**config.mk**
```make
export PLATFORM = sky130hd
export DESIGN_NAME = wb_collector
export DESIGN_NICKNAME = d
export VERILOG_FILES = /design/src/rtl/wb_collector.sv
export SDC_FILE = /design/constraint.sdc
export NUM_CORES = 2
export LEC_CHECK = 0
export ABC_AREA = 1
export BUFFER_PORTS_ARGS = -buffer_cell sky130_fd_sc_hd__buf_2
export CAP_MARGIN = 20
export CORE_MARGIN = 3
export CORE_UTILIZATION = 50
export DETAILED_ROUTE_END_ITERATION = 6
export HOLD_SLACK_MARGIN = 0.03
export PLACE_DENSITY = 0.66
export SLEW_MARGIN = 10
export SYNTH_ARGS = -nofsm -noshare
export SYNTH_HDL_FRONTEND = slang
export SYNTH_SLANG_ARGS = --single-unit
```
**constraint.sdc**
```tcl
create_clock -name clk_i -period 23.1 [get_ports clk_i]
set_input_delay 1.155 -clock clk_i [delete_from_list [all_inputs] [get_ports clk_i]]
set_output_delay 1.155 -clock clk_i [all_outputs]
set_load 0.1 [all_outputs]
```
**src/rtl/wb_collector.sv**
```systemverilog
// Write-back collector: buffers per-unit result streams in small FIFOs and
// round-robin arbitrates them onto NR_WB registered scoreboard write ports.
module wb_collector #(
    parameter int NR_SRC        = 5,
    parameter int NR_WB         = 2,
    parameter int XLEN          = 64,
    parameter int TRANS_ID_BITS = 3,
    parameter int DEPTH         = 2
) (
    input  logic                            clk_i,
    input  logic                            rst_ni,
    input  logic                            flush_i,
    input  logic [NR_SRC-1:0]               src_valid_i,
    input  logic [NR_SRC*TRANS_ID_BITS-1:0] src_trans_id_i,
    input  logic [NR_SRC*XLEN-1:0]          src_result_i,
    input  logic [NR_SRC-1:0]               src_ex_valid_i,
    input  logic [NR_SRC*XLEN-1:0]          src_ex_cause_i,
    output logic [NR_SRC-1:0]               src_almost_full_o,
    output logic [NR_WB-1:0]                wb_valid_o,
    output logic [NR_WB*TRANS_ID_BITS-1:0]  wb_trans_id_o,
    output logic [NR_WB*XLEN-1:0]           wb_result_o,
    output logic [NR_WB-1:0]                wb_ex_valid_o,
    output logic [NR_WB*XLEN-1:0]           wb_ex_cause_o,
    output logic                            overflow_o
);

    localparam int PTR_W = $clog2(DEPTH);
    localparam int SRC_W = (NR_SRC > 1) ? $clog2(NR_SRC) : 1;

    typedef struct packed {
        logic [TRANS_ID_BITS-1:0] trans_id;
        logic [XLEN-1:0]          result;
        logic                     ex_valid;
        logic [XLEN-1:0]          ex_cause;
    } entry_t;

    entry_t              in_entry [NR_SRC];
    entry_t              cand     [NR_SRC];
    logic [NR_SRC-1:0]   cand_valid;
    logic [NR_SRC-1:0]   grant;
    logic [NR_SRC-1:0]   ovf_src;
    logic [NR_SRC-1:0]   af_d, af_q;
    logic [SRC_W-1:0]    port_src [NR_WB];
    logic [NR_WB-1:0]    port_valid;
    logic [SRC_W-1:0]    rr_ptr_d, rr_ptr_q;
    logic [NR_WB-1:0]    wb_valid_q;
    entry_t              wb_entry_q [NR_WB];
    logic                overflow_q;

    // Per-source FIFO; the head (or the live input when empty) is the candidate.
    for (genvar gi = 0; gi < NR_SRC; gi++) begin : g_src
        entry_t           mem_q [DEPTH];
        logic [PTR_W-1:0] rd_ptr_q, wr_ptr_q;
        logic [PTR_W:0]   cnt_d, cnt_q;
        logic             empty, full, pop, push, wr_en;

        assign in_entry[gi] = '{trans_id: src_trans_id_i[gi*TRANS_ID_BITS +: TRANS_ID_BITS],
                                result:   src_result_i[gi*XLEN +: XLEN],
                                ex_valid: src_ex_valid_i[gi],
                                ex_cause: src_ex_cause_i[gi*XLEN +: XLEN]};

        assign empty          = (cnt_q == '0);
        assign full           = (cnt_q == (PTR_W+1)'(DEPTH));
        assign cand_valid[gi] = !empty || src_valid_i[gi];
        assign cand[gi]       = empty ? in_entry[gi] : mem_q[rd_ptr_q];

        assign pop   = grant[gi] && !empty;
        assign push  = src_valid_i[gi] && !(grant[gi] && empty) && !flush_i;
        // A push into a full FIFO only succeeds when the head leaves this cycle.
        assign wr_en       = push && (!full || pop);
        assign ovf_src[gi] = push && full && !pop;

        always_comb begin
            cnt_d = cnt_q;
            if (flush_i) begin
                cnt_d = '0;
            end else begin
                cnt_d = cnt_q + (PTR_W+1)'(wr_en) - (PTR_W+1)'(pop);
            end
        end

        assign af_d[gi] = (cnt_d >= (PTR_W+1)'(DEPTH-1));

        always_ff @(posedge clk_i or negedge rst_ni) begin
            if (!rst_ni) begin
                rd_ptr_q <= '0;
                wr_ptr_q <= '0;
                cnt_q    <= '0;
            end else if (flush_i) begin
                rd_ptr_q <= '0;
                wr_ptr_q <= '0;
                cnt_q    <= '0;
            end else begin
                if (pop) rd_ptr_q <= rd_ptr_q + 1'b1;
                if (wr_en) wr_ptr_q <= wr_ptr_q + 1'b1;
                cnt_q <= cnt_d;
            end
        end

        always_ff @(posedge clk_i) begin
            if (wr_en) mem_q[wr_ptr_q] <= in_entry[gi];
        end
    end

    // Walk sources in circular order from rr_ptr, granting up to NR_WB of them.
    always_comb begin
        int n;
        int idx;
        int last;
        grant      = '0;
        port_valid = '0;
        for (int k = 0; k < NR_WB; k++) port_src[k] = '0;
        n    = 0;
        last = int'(rr_ptr_q);
        for (int off = 0; off < NR_SRC; off++) begin
            idx = int'(rr_ptr_q) + off;
            if (idx >= NR_SRC) idx = idx - NR_SRC;
            if (cand_valid[idx] && n < NR_WB) begin
                grant[idx]    = 1'b1;
                port_src[n]   = SRC_W'(idx);
                port_valid[n] = 1'b1;
                last          = idx;
                n             = n + 1;
            end
        end
        rr_ptr_d = rr_ptr_q;
        if (flush_i) begin
            rr_ptr_d = '0;
        end else if (n > 0) begin
            rr_ptr_d = (last == NR_SRC-1) ? '0 : SRC_W'(last + 1);
        end
    end

    always_ff @(posedge clk_i or negedge rst_ni) begin
        if (!rst_ni) begin
            rr_ptr_q   <= '0;
            af_q       <= '0;
            wb_valid_q <= '0;
            overflow_q <= 1'b0;
        end else begin
            rr_ptr_q   <= rr_ptr_d;
            af_q       <= flush_i ? '0 : af_d;
            wb_valid_q <= flush_i ? '0 : port_valid;
            overflow_q <= overflow_q || (|ovf_src);
        end
    end

    // Ungranted ports keep their last payload; only valid drops.
    for (genvar gi = 0; gi < NR_WB; gi++) begin : g_port
        always_ff @(posedge clk_i or negedge rst_ni) begin
            if (!rst_ni) begin
                wb_entry_q[gi] <= '0;
            end else if (!flush_i && port_valid[gi]) begin
                wb_entry_q[gi] <= cand[port_src[gi]];
            end
        end

        assign wb_trans_id_o[gi*TRANS_ID_BITS +: TRANS_ID_BITS] = wb_entry_q[gi].trans_id;
        assign wb_result_o[gi*XLEN +: XLEN]                     = wb_entry_q[gi].result;
        assign wb_ex_valid_o[gi]                                = wb_entry_q[gi].ex_valid;
        assign wb_ex_cause_o[gi*XLEN +: XLEN]                   = wb_entry_q[gi].ex_cause;
    end

    assign wb_valid_o        = wb_valid_q;
    assign src_almost_full_o = af_q;
    assign overflow_o        = overflow_q;

endmodule

```
# Word-level counts from Yosys, hierarchy flattened
# Memory sizes are Yosys's and may differ from the RTL's.
# Cells that the tools add are included.
totals:
  register_bits: 295
  mem_bits_rw: 1320
  input_bits: 668
  out_inout_bits: 272
  elab_cells: 363
  mem_count: 5
classes:
  n_addsub: 34
  magnitude_cmp: 43
  n_eq_ne: 6
  n_mux: 131
  n_bitwise: 14
  n_reduce_logical: 103
mem_list:
  columns: ["name", "depth", "word_bits", "rd", "rd_clocked_by_memory_dff", "write_ports", "line", "source"]
  rows:
  - ["g_src[0].mem_q", 2, 132, 1, 0, 1, "52", "entry_t mem_q [DEPTH];"]
  - ["g_src[1].mem_q", 2, 132, 1, 0, 1, "52", null]
  - ["g_src[2].mem_q", 2, 132, 1, 0, 1, "52", null]
  - ["g_src[3].mem_q", 2, 132, 1, 0, 1, "52", null]
  - ["g_src[4].mem_q", 2, 132, 1, 0, 1, "52", null]
op_table:
  columns: ["cell", "n"]
  rows:
  - ["two-way mux 132 bit", 9]
  - ["binary-select mux 132 bit (select 3 bit)", 2]
  - ["two-way mux 32 bit", 14]
  - ["greater-or-equal comparator 32 x 1 -> 1 bit, second input constant", 9]
  - ["less-than comparator 32 x 3 -> 1 bit, second input constant", 8]
  - ["less-than comparator 32 x 5 -> 1 bit, second input constant", 5]
  - ["adder 32 x 2 -> 32 bit, second input constant", 4]
  - ["greater-or-equal comparator 32 x 2 -> 1 bit, second input constant", 4]
  - ["less-than comparator 32 x 1 -> 1 bit, second input constant", 4]
  - ["NOT 32 bit", 4]
  - ["logical AND 1 bit", 54]
  - ["two-way mux 1 bit", 51]
  - ["equality test 32 x 4 -> 1 bit, second input constant", 1]
  - ["> comparator 32 x 1 -> 1 bit, second input constant", 1]
  - ["two-way mux 2 bit", 15]
  - ["two-way mux 5 bit", 6]
  - ["bitwise mux 6 bit", 4]
  - ["two-way mux 3 bit", 8]
  - ["two-way mux 6 bit", 4]
  - ["nonzero test 2 bit", 11]
  - ["logical NOT 1 bit", 21]
  - ["OR 5 bit", 4]
  - ["subtractor 4 x 3 -> 5 bit, second input constant", 4]
  - ["greater-or-equal comparator 4 x 3 -> 1 bit, second input constant", 4]
  - ["22 further kinds", 80]

# Depth between registers and ports, before layout
depth:
  ltp_word: 29
  ltp_mapped: 37
  ltp_nobuf: 34

# Worst setup path before layout
# Ideal clock, no wire load.
synth_timing:
  path_kind: "register to register"
  from: "register rr_ptr_q[1]"
  to: "memory g_src[2].mem_q[1][0] (netlist bit), enable pin"
  setup_ns: 0.626
  arrival_time_ns: 9.648
  required_ns: 22.474
  setup_slack_ns: 12.826
  stages_incl_launch_ff: 32
  n_path_buf: 2
  period_less_slack_ns: 10.274
  path_cell_list: "dfrtp_1 inv_1 ha_1 buf_2 clkinv_1 nand2_1 nand2_2 nand3_2 nand2_1 nand2_1 inv_1 nor2_1 nand2_1 nand3_1 buf_2 inv_1 ha_1 inv_1 nand4_1 nand2_1 nand2_4 inv_1 ha_1 nand2_1 nand4_2 inv_2 nand4_1 nand2_1 nand2_1 nand3_1 nand4_1 nor2_1"
synth_between:
  elab_chain_len: 25
  word_cells_on_any_way: 92
synth_lines:
  columns: ["item", "line", "source"]
  rows:
  - ["start: declaration", "45", "logic [SRC_W-1:0] rr_ptr_d, rr_ptr_q;"]
  - ["start signal: assignment", "141", "rr_ptr_q <= rr_ptr_d;"]
  - ["subtractor 3 x 3 -> 4 bit or greater-or-equal comparator 3 bit (tied branches)", "117", "if (idx >= NR_SRC) idx = idx - NR_SRC;"]
  - ["two-way mux 32 bit", "117", null]
  - ["binary-select mux 1 bit (select 3 bit)", "118", "if (cand_valid[idx] && n < NR_WB) begin"]
  - ["two-way mux 1 bit (not written as such) (2 in series)", "118", null]
  - ["two-way mux 1 bit", "118", null]
  - ["less-than comparator 32 x 3 -> 1 bit", "118", null]
  - ["logical AND 1 bit", "118", null]
  - ["two-way mux 32 bit", "118", null]
  - ["[... 7 more ...]", null, null]
  - ["logical AND 1 bit", "118", null]
  - ["two-way mux 5 bit *", "118", null]
  - ["logical AND 1 bit", "68", "assign push = src_valid_i[gi] && !(grant[gi] && empty) && !flush_i;"]
  - ["logical NOT 1 bit", "68", null]
  - ["logical AND 1 bit (2 in series)", "68", null]
  - ["logical AND 1 bit *", "70", "assign wr_en = push && (!full || pop);"]
  - ["two-way mux 1 bit *", "101", "if (wr_en) mem_q[wr_ptr_q] <= in_entry[gi];"]
  - ["two-way mux 1 bit (not written as such) *", "101", null]
  - ["end: declaration", "52", null]
# Every way passes the cells marked *; elsewhere a longest branch is shown, timed or not. The select of a mux whose other input is x is not followed.

# Worst setup path after layout
layout_timing:
  from: "register rr_ptr_q[0]"
  to: "register wb_entry_q, in the netlist wb_ex_cause_o[54]"
layout_between:
  elab_chain_len: 26
  word_cells_on_any_way: 116
layout_lines:
  columns: ["item", "line", "source"]
  rows:
  - ["subtractor 3 x 3 -> 4 bit or greater-or-equal comparator 3 bit (tied branches)", "117", null]
  - ["two-way mux 32 bit", "117", null]
  - ["binary-select mux 1 bit (select 3 bit)", "118", null]
  - ["two-way mux 1 bit (not written as such) (2 in series)", "118", null]
  - ["two-way mux 1 bit", "118", null]
  - ["less-than comparator 32 x 3 -> 1 bit", "118, 121", null]
  - ["logical AND 1 bit", "118", null]
  - ["two-way mux 32 bit", "118", null]
  - ["[... 8 more ...]", null, null]
  - ["logical AND 1 bit (not written as such)", "120", "port_src[n] = SRC_W'(idx);"]
  - ["two-way mux 3 bit (not written as such)", "120", null]
  - ["demux 3 bit (select 1 bit)", "120", null]
  - ["bitwise mux 6 bit", "120", null]
  - ["two-way mux 6 bit", "118", null]
  - ["NOT 3 -> 4 bit (not written as such)", "154", "wb_entry_q[gi] <= cand[port_src[gi]];"]
  - ["binary-select mux 132 bit (select 3 bit)", "154", null]
  - ["two-way mux 132 bit (not written as such) (2 in series)", "154", null]
  - ["end signal: indexed assignment", "154", null]
  - ["end: declaration", "47", "entry_t wb_entry_q [NR_WB];"]
# Parallel ways exist; a longest one is shown, timed or not. The select of a mux whose other input is x is not followed.
# A chain may end at the register's enable or synchronous reset.

==> flow_metrics.env <==
export IMPL_outcome="completed"
export IMPL_detailroute_via_count=70363
export IMPL_setup_buffers_after_cts=0
export IMPL_number_of_buffers_created_by_cts=172
export IMPL_ys_seq_area_share_pct=60.9
export IMPL_cp_start_kind="flip-flop"
export IMPL_place_congestion=0.907
export IMPL_avg_synthesized_cell_area_um2=9.21
export IMPL_grt_total_usage_pct=37.5
export IMPL_async_reset_ff_share_pct=18.3
export IMPL_final_setup_viol_count=0
export IMPL_fmaxAchievable_ghz=0.107
export IMPL_cts_root_to_sink_buffers=3
export IMPL_layout_area_seq_um2=47000
export IMPL_number_of_instances_resized_during_post_cts_repair=0
export IMPL_cts_hold_buffers_added=0
export IMPL_required_ps=23810
export IMPL_wl_per_cell_um=27.4
export IMPL_floorplan_rows=143
export IMPL_timing_critical_path_to="wb_ex_cause_o[54]"
export IMPL_drive_gt1_share_pct=15.1
export IMPL_synth_ff_type="sky130_fd_sc_hd__edfxtp_1"
export IMPL_netlist_top_cells_area="sky130_fd_sc_hd__edfxtp_1 51%, sky130_fd_sc_hd__nand2_1 12%, sky130_fd_sc_hd__nand3_1 11%"
export IMPL_crit_fanout=80
export IMPL_die_h_um=399
export IMPL_grt_overflow=0
export IMPL_die_w_um=399
export IMPL_antenna_violations_before_repair=220
export IMPL_hpwlAfterDp_um=196000
export IMPL_synth_edff_count=1320
export IMPL_layout_min_cycle_time_ps=9350
export IMPL_cpPeakStageDelay_ps=890
export IMPL_postSynthCellCount=8385
export IMPL_routed_wl_um=310000
export IMPL_nets=9657
export IMPL_clockRootBuffer="sky130_fd_sc_hd__clkbuf_16"
export IMPL_fp_dieArea_um2=159000
export IMPL_critical_path_depth=32
export IMPL_synth_top_cell_by_area="sky130_fd_sc_hd__edfxtp_1"
export IMPL_remaining_drc_errors=0
export IMPL_multi_input_comb_area_um2=27300
export IMPL_worstPathBufferInverterCount=9
export IMPL_port_buffers=939
export IMPL_critical_path_top_delay_family="simple AND/OR/NAND/NOR gates"
export IMPL_core_region_area_um2=153000
export IMPL_detail_route_iter0_violations=9960
export IMPL_reg_to_reg_setup_timing_slack_ps=13750
export IMPL_initial_core_util_pct=50.6
export IMPL_totalNegativeSetupSlack_ps=0
export IMPL_nFillCells=13247
export IMPL_timing_critical_path_arrival_ps=10060
export IMPL_max_cap_viol_count=0
export IMPL_route_detailed_vias_per_inst=6.21
export IMPL_crit_slowest_cell="sky130_fd_sc_hd__buf_4"
export IMPL_pin_count=940
export IMPL_grt_max_degree=153
export IMPL_cts_num_sinks=1615
export IMPL_report_final_slew_viol_count=0
export IMPL_clk_pin_slew_worst_paths_ps=70
export IMPL_setup_worst_path_start="rr_ptr_q[0]"
export IMPL_first_global_vias=65279
export IMPL_rsz0062_at_grt="no"
export IMPL_r2r_end="wb_ex_cause_o[54]"
export IMPL_yosysWarningCount=0
export IMPL_dpl_worst_slack_ps=14020
export IMPL_postSynthNetCount=9085
export IMPL_reg2reg_depth=32
export IMPL_grt_pass1_wl_um=442000
export IMPL_worstSetupPathType="reg2reg"
export IMPL_syn_to_final_growth_pct=15.2
export IMPL_timing_slew_headroom_pct=16.3
export IMPL_drt_first_pass_iters=7
export IMPL_clock_skew_final_ps=48.3
export IMPL_syn_cell_area_um2=77300
export IMPL_clk_latency_ps=820
export IMPL_synth_top_area_share_pct=51.3
export IMPL_cts_tree="built"
export IMPL_share_of_the_cycle_needed_by_the_critical_path_after_routing_pct=40.5
export IMPL_rr_startpoint="rr_ptr_q[0]"
export IMPL_critical_path_endpoint_type="flip-flop"
export IMPL_worst_hold_path_type="in2async"
export IMPL_final_hold_violation_count=0
export IMPL_synth_cell_type_count=44
export IMPL_postLayoutSetupSlackWorst_ps=13750
export IMPL_ys_seq_elements=1615
export IMPL_cts_htree_levels=4
export IMPL_worst_slew_pin_slew_ps=1260
export IMPL_detail_route_antenna_nets=0
export IMPL_critPathMostFrequentCell="sky130_fd_sc_hd__nand2_1"
## synthesized netlist by cell type (13+ instances only)
cell                       instances
sky130_fd_sc_hd__nand2_1        2405
sky130_fd_sc_hd__nand3_1        1638
sky130_fd_sc_hd__edfxtp_1       1320
sky130_fd_sc_hd__o21ai_0         814
sky130_fd_sc_hd__a21oi_1         545
sky130_fd_sc_hd__nor2_1          473
sky130_fd_sc_hd__clkbuf_1        342
sky130_fd_sc_hd__dfrtp_1         295
sky130_fd_sc_hd__buf_2           208
sky130_fd_sc_hd__inv_1            85
sky130_fd_sc_hd__buf_1            64
sky130_fd_sc_hd__ha_1             31
sky130_fd_sc_hd__buf_4            26
sky130_fd_sc_hd__inv_2            23
sky130_fd_sc_hd__nand4_1          21
sky130_fd_sc_hd__nand2_2          16
sky130_fd_sc_hd__o22ai_1          13
## layout make-up
| cell class | count | share of cell area (%) |
|---|---|---|
| Multi-Input combinational cell | 6017 | 30.6 |
| Antenna cell | 198 | 0.557 |
| Timing Repair Buffer | 1039 | 6.28 |
| Sequential cell | 1615 | 52.8 |
| Tap cell | 2030 | 2.85 |
| Clock buffer | 254 | 5.56 |
| Inverter | 112 | 0.582 |
| Clock inverter | 66 | 0.715 |
## cell families (layout without fill, tap and decap cells)
kind of cell / after synthesis / count (layout) / synth area share (%)
simple gates: 4579 / 4579 / 25.2
flops: 1615 / 1615 / 60.9
compound gates: 1398 / 1398 / 9.18
buf+inv: 753 / 1471 / 4.13
fa+ha+maj: 32 / 32 / 0.528
xor+xnor: 8 / 8 / 0.125
other cells: 0 / 198 / 0
## metrics by stage
stage                     hold slack [ps]  std cells  cell area, um^2  util (%)
after CTS                             384      11131            88500      57.9
after global routing                  394      11224            88800      58.1
final                                 327      11331            89000      58.3
after global placement                486      10806            82800      54.2
after detailed placement              499      10811            82900      54.2
after floorplan                       471       8385            77300         -
## layout by cell type (no fill, tap or decap), drive strengths merged
| cell type | count |
|---|---|
| edfxtp | 1320 |
| nor2 | 477 |
| clkbuf | 254 |
| nand3 | 1643 |
| o21a | 3 |
| diode | 198 |
| inv | 116 |
| clkinv | 50 |
| ha | 31 |
| o211ai | 9 |
| buf | 1039 |
| a21boi | 1 |
| xor2 | 2 |
| nor4 | 1 |
| nand3b | 6 |
| o21bai | 2 |
| o22ai | 13 |
| xnor2 | 6 |
| bufinv | 8 |
| a31o | 1 |
| nand4 | 22 |
| o21ai | 823 |
| fa | 1 |
| dfrtp | 295 |
| nand2 | 2425 |
| nor3 | 4 |
| a21oi | 546 |
| or2 | 1 |
| clkinvlp | 4 |
## worst register-to-register path, delay by kind of cell, from the launching register on
| family | cells | cell delay, ps |
|---|---|---|
| compound gates | 1 | 70 |
| fa+ha+maj | 3 | 1000 |
| buf+inv | 9 | 3090 |
| flops | 1 | 760 |
| simple gates | 19 | 4370 |
## state kept, by name, indices dropped and copies added, names as in the netlist
name / cells
g_src.rd_ptr_q: 5
g_src.mem_q: 1320
overflow_o: 1
wb_result_o: 128
wb_ex_cause_o: 128
wb_trans_id_o: 6
rr_ptr_q: 3
g_src.cnt_q: 10
g_src.wr_ptr_q: 5
wb_ex_valid_o: 2
src_almost_full_o: 5
wb_valid_o: 2
## layer usage
layer,global-route usage (%),wire (um),vias up
met1,48.0,112000,33781
met3,11.1,39100,1009
met5,0,540,-
li1,-,-,30563
met2,56.8,139000,4932
met4,21.6,19100,78
## worst min-delay path by stage
stage | from | end
final | rst_ni | wb_ex_cause_o[53]
after detailed placement | g_src[0].wr_ptr_q | g_src[0].wr_ptr_q
after global routing | rst_ni | wb_ex_cause_o[53]
after floorplan | g_src[0].wr_ptr_q | g_src[0].wr_ptr_q
after global placement | g_src[1].wr_ptr_q | g_src[1].wr_ptr_q
after CTS | rst_ni | wb_ex_cause_o[54]
Power is not shown: default switching activity piles up to over one toggle a cycle in this logic, so the estimate is an artifact.
